`src/rtl/fetch_unit.sv`:
```
// Instruction fetch stage: owns the PC, issues word requests to a synchronous
// instruction memory with 1-cycle latency, and buffers returned words for decode.
module fetch_unit #(
  parameter logic [31:0] RESET_PC = 32'h0000_0000,
  parameter int          DEPTH    = 2
) (
  input  logic        clk,
  input  logic        rst,
  output logic        imem_req,
  output logic [31:0] imem_addr,
  input  logic [31:0] imem_rdata,
  input  logic        redirect_en,
  input  logic [31:0] redirect_pc,
  output logic        ins_valid,
  input  logic        ins_ready,
  output logic [31:0] ins_out,
  output logic [31:0] ins_pc,
  output logic [31:0] fetch_count
);

  localparam int          PTR_W = (DEPTH > 1) ? $clog2(DEPTH) : 1;
  localparam int          CNT_W = $clog2(DEPTH + 1);
  localparam logic [31:0] NOP   = 32'h0000_0013;

  logic [31:0]            fetch_pc_reg, fetch_pc_next;
  logic                   inflight_reg, inflight_next;
  logic [31:0]            inflight_pc_reg, inflight_pc_next;
  logic [CNT_W-1:0]       count_reg, count_next;
  logic [PTR_W-1:0]       head_reg, head_next;
  logic [PTR_W-1:0]       tail_reg, tail_next;
  logic [31:0]            fetch_count_reg, fetch_count_next;
  logic                   pop, push, pop_commit;
  logic [31:0]            occupancy, limit;
  logic [DEPTH-1:0][63:0] entry_bus;

  function automatic logic [PTR_W-1:0] ptr_inc(input logic [PTR_W-1:0] p);
    return (p == PTR_W'(DEPTH - 1)) ? '0 : p + PTR_W'(1);
  endfunction

  assign ins_valid = (count_reg != '0);
  assign pop       = ins_valid & ins_ready;

  // Outstanding slots (buffered + in flight, less the word leaving now) must
  // leave room for the response of a request issued this cycle.
  assign occupancy = 32'(count_reg) + 32'(inflight_reg);
  assign limit     = 32'(DEPTH) + 32'(pop);
  assign imem_req  = !rst && !redirect_en && (occupancy < limit);
  assign imem_addr = fetch_pc_reg;

  // A redirect squashes the response arriving in the same cycle and the
  // concurrent pop; nothing is left in flight afterwards, so no later drop.
  assign push       = inflight_reg & !redirect_en;
  assign pop_commit = pop & !redirect_en;

  assign ins_out     = ins_valid ? entry_bus[head_reg][31:0]  : NOP;
  assign ins_pc      = ins_valid ? entry_bus[head_reg][63:32] : 32'h0;
  assign fetch_count = fetch_count_reg;

  always_comb begin
    fetch_pc_next    = fetch_pc_reg;
    inflight_next    = 1'b0;
    inflight_pc_next = inflight_pc_reg;
    count_next       = count_reg + CNT_W'(push) - CNT_W'(pop_commit);
    head_next        = pop_commit ? ptr_inc(head_reg) : head_reg;
    tail_next        = push ? ptr_inc(tail_reg) : tail_reg;
    fetch_count_next = fetch_count_reg + 32'(pop_commit);
    if (redirect_en) begin
      fetch_pc_next = redirect_pc & ~32'h3;
      count_next    = '0;
      head_next     = '0;
      tail_next     = '0;
    end else if (imem_req) begin
      fetch_pc_next    = fetch_pc_reg + 32'd4;
      inflight_next    = 1'b1;
      inflight_pc_next = fetch_pc_reg;
    end
  end

  always_ff @(posedge clk) begin
    if (rst) begin
      fetch_pc_reg    <= RESET_PC;
      inflight_reg    <= 1'b0;
      inflight_pc_reg <= 32'h0;
      count_reg       <= '0;
      head_reg        <= '0;
      tail_reg        <= '0;
      fetch_count_reg <= 32'h0;
    end else begin
      fetch_pc_reg    <= fetch_pc_next;
      inflight_reg    <= inflight_next;
      inflight_pc_reg <= inflight_pc_next;
      count_reg       <= count_next;
      head_reg        <= head_next;
      tail_reg        <= tail_next;
      fetch_count_reg <= fetch_count_next;
    end
  end

  genvar gi;
  generate
    for (gi = 0; gi < DEPTH; gi++) begin : g_entry
      logic [63:0] entry_reg;
      always_ff @(posedge clk) begin
        if (!rst && push && (tail_reg == PTR_W'(gi))) begin
          entry_reg <= {inflight_pc_reg, imem_rdata};
        end
      end
      assign entry_bus[gi] = entry_reg;
    end
  endgenerate

endmodule

```
`config.mk`:
```
export PLATFORM = sky130hd
export DESIGN_NAME = fetch_unit
export DESIGN_NICKNAME = d
export VERILOG_FILES = /design/src/rtl/fetch_unit.sv
export SDC_FILE = /design/constraint.sdc
export NUM_CORES = 1
export LEC_CHECK = 0
export CORE_AREA = 4 4 196 198
export CTS_CLUSTER_DIAMETER = 120
export DETAILED_ROUTE_END_ITERATION = 16
export DIE_AREA = 0 0 200 202
export SLEW_MARGIN = 20
export SYNTH_ARGS = -nofsm -noshare
export SYNTH_HDL_FRONTEND = slang
export SYNTH_SLANG_ARGS = --single-unit
```
`constraint.sdc`:
```
create_clock -name clk -period 5 [get_ports clk]
set_input_delay 0.5 -clock clk [delete_from_list [all_inputs] [get_ports clk]]
set_output_delay 0.5 -clock clk [all_outputs]
set_load 0.005 [all_outputs]
```
Word-level counts from Yosys, hierarchy flattened:

Index checks and enable logic that the tools add are counted.

* $add $sub $neg: 8
* multipliers: 0
* divide/modulo/power cells: 0
* magnitude comparators: 2
* equality and inequality tests: 0
* shifts and indexed selects: 0
* mux-type cells: 9
* bitwise logic cells: 5
* reductions and logical operators: 11

Operator list (number)
* $mux W32: 4
* $mux W64: 2
* $add A32 B1 Y32: 1
* $add A32 B3 Y32 const B: 1
* $logic_and A1 B1 Y1: 5
* $reduce_bool A2 Y1: 2
* $add A2 B1 Y3: 1
* $add A2 B1 Y3 const A: 1
* $and A1 B1 Y1: 3
* $lt A3 B3 Y1: 1
* $mux W1: 3
* $add A1 B1 Y1 const B: 2
* $add A2 B1 Y2: 1
* $logic_not A1 Y1: 2
* $lt A1 B2 Y1 const B: 1
* $not A1 Y1: 2
* $reduce_and A2 Y1: 1
* $reduce_or A2 Y1: 1
* $sub A2 B1 Y2: 1

* bits in registers: 229
* bits in latches: 0
* bits in writable memories: 0
* ROM bits: 0
* input bits: 68
* output and inout bits: 130
* logic and storage cells: 45
* memories: 0

Longest topological paths before layout:

Gate-level depths: netlist of the first run.

* word-level depth: 7
* depth in mapped cells: 9
* gate-level depth less buffers: 9

Worst setup path before layout of the first run:

OpenSTA, ideal clock, no wires.

* path type: input-to-reg
* start point: input port rst
* end point: register g_entry[0].entry_reg[0], enable pin
* setup time: 0.482 ns
* arrival: 3.627 ns
* required time: 4.518 ns
* setup slack: 0.891 ns
* cell stages on the path: 5
* buffers on the path: 2
* cells stage by stage: clkbuf_1 clkbuf_1 nor2_1 nand2_1 nor2_1

* longest elaborated chain between the ends: 3

Ends and longest elaborated chain
* start: declaration: RTL line 8 `input logic rst,`
* $logic_not A1 Y1: RTL line 104 `if (!rst && push && (tail_reg == PTR_W'(gi))) begin`
* $logic_and A1 B1 Y1 (2 in a row): RTL line 104
* end signal: assignment: RTL line 105 `entry_reg <= {inflight_pc_reg, imem_rdata};`
* end: declaration: RTL line 102 `logic [63:0] entry_reg;`

Every way passes these cells.
A chain may end at the register's enable or synchronous reset.

Final worst setup path of the first run:

* start point: register count_reg[0]
* end point: output port imem_req

* longest elaborated chain between the ends: 5
* elaborated cells on any way between the ends: 6
* classes of those cells: 2 x add/sub; 1 x order compare; 1 x bitwise; 2 x reduce/logical

Ends and longest elaborated chain
* start: declaration: RTL line 28 `logic [CNT_W-1:0] count_reg, count_next;`
* start signal: assignment: RTL line 92 `count_reg <= count_next;`
* $reduce_bool A2 Y1: RTL line 40 `assign ins_valid = (count_reg != '0);`
* $and A1 B1 Y1: RTL line 41 `assign pop = ins_valid & ins_ready;`
* $add A2 B1 Y3: RTL line 46 `assign limit = 32'(DEPTH) + 32'(pop);`
* $lt A3 B3 Y1 (*): RTL line 47 `assign imem_req = !rst && !redirect_en && (occupancy < limit);`
* $logic_and A1 B1 Y1 (*): RTL line 47
* end: declaration: RTL line 9 `output logic imem_req,`

Every way passes the cells marked *; elsewhere a longest branch is shown, timed or not.

==> impl_metrics.ini, run 1 <==
[run_status]
status = finished clean

[global_route]
grt_max_degree = 63
antenna_found_initial = 2
grt_pass1_vias = 6552
grt_overflow = 0
grt_pass1_wl_mm = 38.09
grt.total_usage_pct = 11.79

[sta]
fin_crit_sh_pct = 69.70
worstMarginPinSlew_ps = 1116
max_freq_mhz = 287.0
relSlewSlack_pct = 24.93
drv_slew = 0
fin_skew_ps = 8.652
finalHoldViolCount = 0
setup_viol = 0
post-route-min-period_ps = 3485
rsz0062_at_grt = false
finalSetupTns_ps = 0

[min_path]
min_to = g_entry[1].entry_reg[50]
min_from = inflight_pc_reg[18]
min_delay_path_depth = 0
min_path_type = register to register

[finish]
final_cell_mix = clkdlybuf4s50_1, edfxtp_1, nor2_1
syn_to_final_growth_pct = 36.20
largest_register_ffs = 124
drive_above_1_share_pct = 5.686
num-nets-final = 1074
instances_no_fill = 1488
mostFrequentLayoutCell = clkdlybuf4s50_1
n_antenna_cell = 0

[critical_path]
startpoint_type = register
worstSetupPathType = register to primary output
critPathCaptureType = primary output
r2r-start = count_reg[0]
r2r_end = imem_addr[29]
reg2reg_slack_ps = 2160
critPathArrivalTime_ps = 2980
crit_fanout = 34
reg2reg_depth = 6
critPathRequiredTime_ps = 4500

[routing]
wl_mm = 24.97
drtAntennaViolNets = 0
vias = 6654
wl_per_cell_um = 16.78
drtIter0Drc = 309
vias_per_cell = 4.472
drc = 0
first_pass_iters = 4

[floorplanning]
io_pins = 198
core-area_sq_um = 36520
rows = 70
fp.dieH_um = 202
die_x_um = 200
start_util_pct = 24.89
dieArea_sq_um = 40400

[placed_design]
gp_congestion = 0.7652
hpwl_mm = 17.39
dp_cells = 1440
port_buffers = 191

[yosys]
synth_flop_cell = edfxtp_1
yosysUniqueCellTypes = 48
ys_seq_elements = 221
async_reset_ff_share_pct = 0
synth_edf_count = 124
synth-seq-area-share_pct = 62.32
avgSynthCellArea_sq_um = 11.17
synth_area_sq_um = 9091
syn_inst = 814
yosys_warnings = 0

[clock_tree]
clkTransAtPathRegs_ps = 60
cts_buffer_depth = 3
h-tree-depth = 1
postCtsHoldBufs = 0
cts_root_buf = clkbuf_16
cts_sinks = 221
post_cts_buffers = 0
cts_tree = done
cts.repair.resized = 0
cts_buffers = 26
clk_latency_ps = 520

[power_and_ir_drop]
powerDensity_nw_per_um2 = 333.6
irDropWorstVdd_v = 0.0002361
leakagePower_nw = 4.016

[flow_run]
drv_cap = 0
## Yosys cell counts (9+ instances only)
master      n  area (sq um)
a21oi_1    37         185.2
buf_1      10         37.54
nor2_1    121         454.2
and3_1      9         56.30
xnor2_1    16         140.1
dfxtp_1    97          1942
inv_1       9         33.78
nand2_1    95         356.6
mux2i_1    65         650.6
nor3_1     12         60.06
xor2_1     28         245.2
nand4_1    19         118.9
or3_1      10         62.56
a211oi_1   10         75.07
clkbuf_1   31         116.4
edfxtp_1  124          3724
nand3_1    32         160.2
## worst max-delay path by stage
stage                       startpoint                      end  slack, ps  cells after the start
after CTS                 count_reg[0]                 imem_req       1510                      6
after global placement       ins_ready                 imem_req       1660                      7
after detailed placement     ins_ready                 imem_req       1680                      7
final                     count_reg[0]                 imem_req       1520                      6
after floorplan                    rst  g_entry[0].entry_reg[0]        890                      5
after global routing      inflight_reg                 imem_req       1330                      6
## layout make-up
class | instances | area, sq um
Clock buffer | 32 | 694.4
Clock inverter | 16 | 177.7
Fill cell | 3705 | 24140
Inverter | 11 | 41.29
Multi-Input combinational cell | 538 | 3224
Sequential cell | 221 | 5669
Tap cell | 468 | 585.6
Timing Repair Buffer | 202 | 1989
## worst max-delay path: stages (launching register included)
cell	delay (ps)
dfxtp_1	450
ha_1	290
o21ai_0	540
nand2_1	150
clkinv_1	80
buf_4	340
clkdlybuf4s50_1	590
## cells by family (layout without fill, tap and decap cells)
family	count (synthesis)	count (layout)	synth area share, %
flops	221	221	62.32
fa+ha+maj	6	6	0.8257
xor+xnor	44	44	4.239
mux	65	65	7.157
buf+inv	58	261	2.587
simple gates	333	333	16.79
compound gates	86	86	6.042
other cells	1	4	0.04125
## power breakdown
| part | switching (mW) | leakage [nW] | internal (mW) |
|---|---|---|---|
| clock | 0.730 | 0.422 | 1.19 |
| combinational | 0.105 | 1.59 | 0.119 |
| sequential | 0.0427 | 2.01 | 1.95 |
| total | 0.877 | 4.02 | 3.25 |
## metrics by stage
step | worst slack [ps] | total power, mW | cell area (sq um) | hold WS [ps] | utilization [%]
CTS | 1510 | 4.200 | 12380 | 433.3 | 33.88
finish | 1515 | 4.130 | 12380 | 441.8 | 33.90
floorplan | 890.6 | 2.107 | 9102 | 425.4 | -
global route | 1326 | 4.291 | 12380 | 443.8 | 33.90
detailed placement | 1676 | 2.256 | 11500 | 435.6 | 31.50
global placement | 1661 | 2.252 | 11500 | 430.2 | 31.50
## routing by layer
metal | up-vias | track usage (%) | part of all wire (%)
met4 | 4 | 2.402 | 1.9
met5 | - | 0 | 0.14
met3 | 36 | 4.167 | 8.6
met2 | 184 | 19.61 | 47
met1 | 3129 | 14.83 | 42
li1 | 3301 | - | -
(Power assumes the default switching activity.)
==> run 2, diff against run 1 <==
==> constraint.sdc (replaced) <==
create_clock -name clk -period 3 [get_ports clk]
set_input_delay 0.3 -clock clk [delete_from_list [all_inputs] [get_ports clk]]
set_output_delay 0.3 -clock clk [all_outputs]
set_load 0.005 [all_outputs]
==> impl_metrics.ini, run 2 (synthesis gave the netlist of run 1 again) <==
[power_and_ir_drop]
p_sw_mw = 1.458
p_seq_share_pct = 49.3
irDropWorstVdd_v = 0.0003757
leakagePower_nw = 4.090
p_int_mw = 5.259
p_comb_share_pct = 5.9
p_clk_share_pct = 44.8
switching_share_pct = 21.70
finalPower_mw = 6.717
powerDensity_nw_per_um2 = 537.1

[sta]
post-route-min-period_ps = 2717
finalSetupTns_ps = 0
drv_slew = 0
rsz0062_at_grt = false
fin_skew_ps = 12.39
worstMarginPinSlew_ps = 875.8
finalHoldViolCount = 0
max_freq_mhz = 368.0
relSlewSlack_pct = 41.13
setup_viol = 0
fin_crit_sh_pct = 90.58

[min_path]
min_from = rst
min_delay_path_depth = 3
min_path_type = input port to register
min_to = head_reg

[placed_design]
hpwl_mm = 17.86
gp_congestion = 0.7970
port_buffers = 191

[finish]
largest_register_ffs = 124
syn_to_final_growth_pct = 37.57
mostFrequentLayoutCell = clkdlybuf4s50_1
final_cell_mix = clkdlybuf4s50_1, edfxtp_1, nor2_1
n_fill_cell = 3642
drive_above_1_share_pct = 7.053
num-nets-final = 1089

[critical_path]
r2r-start = inflight_reg
critPathRequiredTime_ps = 2700
r2r_end = imem_addr[24]
crit_fanout = 10
startpoint_type = register
worstSetupPathType = register to primary output
critPathCaptureType = primary output
critPathLaunch = inflight_reg
reg2reg_depth = 6
critPathArrivalTime_ps = 2420
reg2reg_slack_ps = 420

[clock_tree]
h-tree-depth = 1
postCtsHoldBufs = 0
clk_latency_ps = 530
cts_buffer_depth = 3
cts_root_buf = clkbuf_16
post_cts_buffers = 0
clkTransAtPathRegs_ps = 60
cts_buffers = 26
cts_tree = done
cts_sinks = 221
cts.repair.resized = 0

[floorplanning]
rows = 70
start_util_pct = 24.89
die_x_um = 200
dieArea_sq_um = 40400
io_pins = 198
core-area_sq_um = 36520
fp.dieH_um = 202

[global_route]
grt_pass1_vias = 6853
grt_max_degree = 53
antenna_found_initial = 2
grt_overflow = 0
grt_pass1_wl_mm = 39.41
grt.total_usage_pct = 12.18

[routing]
vias_per_cell = 4.561
drtIter0Drc = 229
vias = 6860
drc = 0
drtAntennaViolNets = 0
wl_per_cell_um = 16.94
first_pass_iters = 5
wl_mm = 25.48

[run_status]
status = finished clean

[flow_run]
drv_cap = 0
-- run 2: cell count changes in the layout (fill, tap and decap cells not counted), sizes merged --
cell / change
bufinv: -3
diode: +1
buf: +15
clkinv: -4
clkbuf: +6
inv: +1
-- run 2: power by group through the flow --
stage | Clock [mW] | Sequential (mW) | Combinational, mW
finish | 3.01 | 3.31 | 0.396
global route | 3.24 | 3.32 | 0.433
CTS | 3.11 | 3.31 | 0.403
detailed placement | 0 | 3.37 | 0.400
global placement | 0 | 3.37 | 0.396
floorplan | 0 | 3.36 | 0.155
-- run 2: per-layer routing --
layer | wire, um | vias up | global-route usage, % | part of all wire, %
met3 | 2002 | 47 | 3.867 | 7.9
met5 | 13 | - | 0 | 0.051
met2 | 11730 | 215 | 19.54 | 46
met1 | 11020 | 3263 | 15.64 | 43
li1 | - | 3333 | - | -
met4 | 716 | 2 | 3.809 | 2.8
-- run 2: per-stage QoR --
step	instance area [sq um]	worst slack, ps	hold WS [ps]	utilization (%)	std cells
floorplan	9105	123.5	398.9	-	817
global placement	11680	329.3	430.8	31.99	1455
detailed placement	11680	297.1	437.5	31.99	1455
CTS	12500	188.4	150.2	34.24	1503
global route	12510	142.9	171.6	34.24	1504
finish	12510	282.6	179.9	34.24	1504
-- run 2: area by class of cell --
| cell class | instances | area, sq um | area share, % |
|---|---|---|---|
| antenna | 1 | 2.502 | 0.02001 |
| clock buffer | 38 | 747.0 | 5.972 |
| clock inverter | 10 | 75.07 | 0.6002 |
| inverter | 11 | 41.29 | 0.3301 |
| multi-input combinational | 538 | 3222 | 25.76 |
| sequential | 221 | 5669 | 45.33 |
| tap | 468 | 585.6 | 4.682 |
| timing repair buffer | 217 | 2165 | 17.31 |
-- run 2: worst max path at each step --
stage	endpoint	depth (start not counted)	slack (ps)
global placement	imem_addr[24]	6	330
floorplan	g_entry[0].entry_reg[0]	5	120
CTS	ins_pc[8]	4	190
global route	ins_pc[8]	4	140
detailed placement	imem_addr[24]	6	300
finish	imem_req	6	280
-- run 2: worst max-delay path: stages, from the launching register on --
cell and delay (ps):
dfxtp_1 470, ha_1 200, ha_1 380, nor2_1 110, nand2_1 110, clkinv_1 140
clkdlybuf4s50_1 470
==> run 3, diff against run 2 <==
--- a/config.mk
+++ b/config.mk
@@ -6,6 +6,7 @@
 export NUM_CORES = 1
 export LEC_CHECK = 0
 export CORE_AREA = 4 4 196 198
+export CTS_BUF_LIST = sky130_fd_sc_hd__clkbuf_8
 export CTS_CLUSTER_DIAMETER = 120
 export DETAILED_ROUTE_END_ITERATION = 16
 export DIE_AREA = 0 0 200 202
==> impl_metrics.ini, run 3 (synthesis gave the netlist of run 1 again) <==
[global_route]
grt_max_degree = 53
grtUsageMet3_pct = 4.784
met1_usage_pct = 15.42
grt_overflow = 0
grt_most_used_layer = met2
antenna_found_initial = 2
grt_pass1_wl_mm = 39.81
use_met2_pct = 19.63
grt.total_usage_pct = 12.60
grt_pass1_vias = 6990

[routing]
first_pass_iters = 4
drtIter0Drc = 241
drtAntennaViolNets = 0
wl_per_cell_um = 16.81
drc = 0
vias = 6847
vias_per_cell = 4.463
wl_mm = 25.79

[sta]
setup_viol = 0
finalSetupTns_ps = 0
finalHoldViolCount = 0
relSlewSlack_pct = 42.50
fin_skew_ps = 21.81
drv_slew = 0
setup_slack_ps = 233.3
max_freq_mhz = 361.4
rsz0062_at_grt = false
worstMarginPinSlew_ps = 855.3
post-route-min-period_ps = 2767
fin_crit_sh_pct = 92.22

[clock_tree]
cts.repair.resized = 0
clkTransAtPathRegs_ps = 50
cts_buffer_depth = 3
cts_tree = done
h-tree-depth = 2
cts_root_buf = clkbuf_8
postCtsHoldBufs = 0
clk_latency_ps = 580
cts_sinks = 221
post_cts_buffers = 0
cts_buffers = 42

[floorplanning]
start_util_pct = 24.89
core-area_sq_um = 36520
io_pins = 198
dieArea_sq_um = 40400
die_x_um = 200
fp.dieH_um = 202
rows = 70

[min_path]
min_path_type = input port to register
min_delay_path_depth = 3

[finish]
syn_to_final_growth_pct = 37.27
multi_input_area_sq_um = 3222
seqCellArea_sq_um = 5669
final_cell_mix = clkdlybuf4s50_1, edfxtp_1, nor2_1
num-nets-final = 1105
drive_above_1_share_pct = 8.545
n_fill_cell = 3658
mostFrequentLayoutCell = clkdlybuf4s50_1
largest_register_ffs = 124

[placed_design]
port_buffers = 191
gp_congestion = 0.7970
hpwl_mm = 17.86
pre_cts_ws_ps = 297.1

[power_and_ir_drop]
powerDensity_nw_per_um2 = 519.0
irDropWorstVdd_v = 0.0001987
leakagePower_nw = 4.166

[critical_path]
startpoint_type = register
reg2reg_depth = 6
critPathCaptureType = primary output
critPathRequiredTime_ps = 2700
crit_fanout = 10
worstSetupPathType = register to primary output
critPathArrivalTime_ps = 2470

[run_status]
status = finished clean

[flow_run]
drv_cap = 0
==> run 3: cell type report <==
type	count	area share, %
Antenna cell	1	0.02005
Timing Repair Buffer	217	17.35
Clock inverter	33	1.404
Clock buffer	45	4.963
Multi-Input combinational cell	538	25.82
Inverter	11	0.3309
Sequential cell	221	45.43
Tap cell	468	4.692
==> run 3: worst max-delay path, stage by stage, from the launching register on <==
cell and delay, ps:
dfxtp_1 470, ha_1 200, ha_1 390, nor2_1 110, nand2_1 110, clkinv_1 140
clkdlybuf4s50_1 470
==> run 3: final timing paths <==
check	start	endpoint	slack, ps
min reg2reg	inflight_pc_reg[5]	g_entry[0].entry_reg[37]	450
min	rst	head_reg	140
max	inflight_reg	imem_req	230
max reg2reg	inflight_reg	imem_addr[24]	430
==> run 3: through the flow <==
step	instance area, sq um	hold WS (ps)	utilization, %	total power, mW	cells
CTS	12480	59.37	34.16	6.631	1533
finish	12480	138.0	34.17	6.477	1534
global route	12480	97.85	34.17	6.808	1534
detailed placement	11680	437.5	31.99	3.774	1455
floorplan	9105	398.9	-	3.511	817
global placement	11680	430.8	31.99	3.766	1455
==> run 3: where the power goes <==
part / switching (mW) / total, mW / internal [mW]
sequential: 0.0627 / 3.31 / 3.25
clock: 1.29 / 2.77 / 1.48
combinational: 0.186 / 0.396 / 0.210
total: 1.54 / 6.48 / 4.94
==> run 3: routing by layer <==
metal  vias to the layer above  wire length, um
met3                        56             2211
li1                       3363                -
met1                      3214            10960
met5                         -               13
met4                         2              907
met2                       212            11690
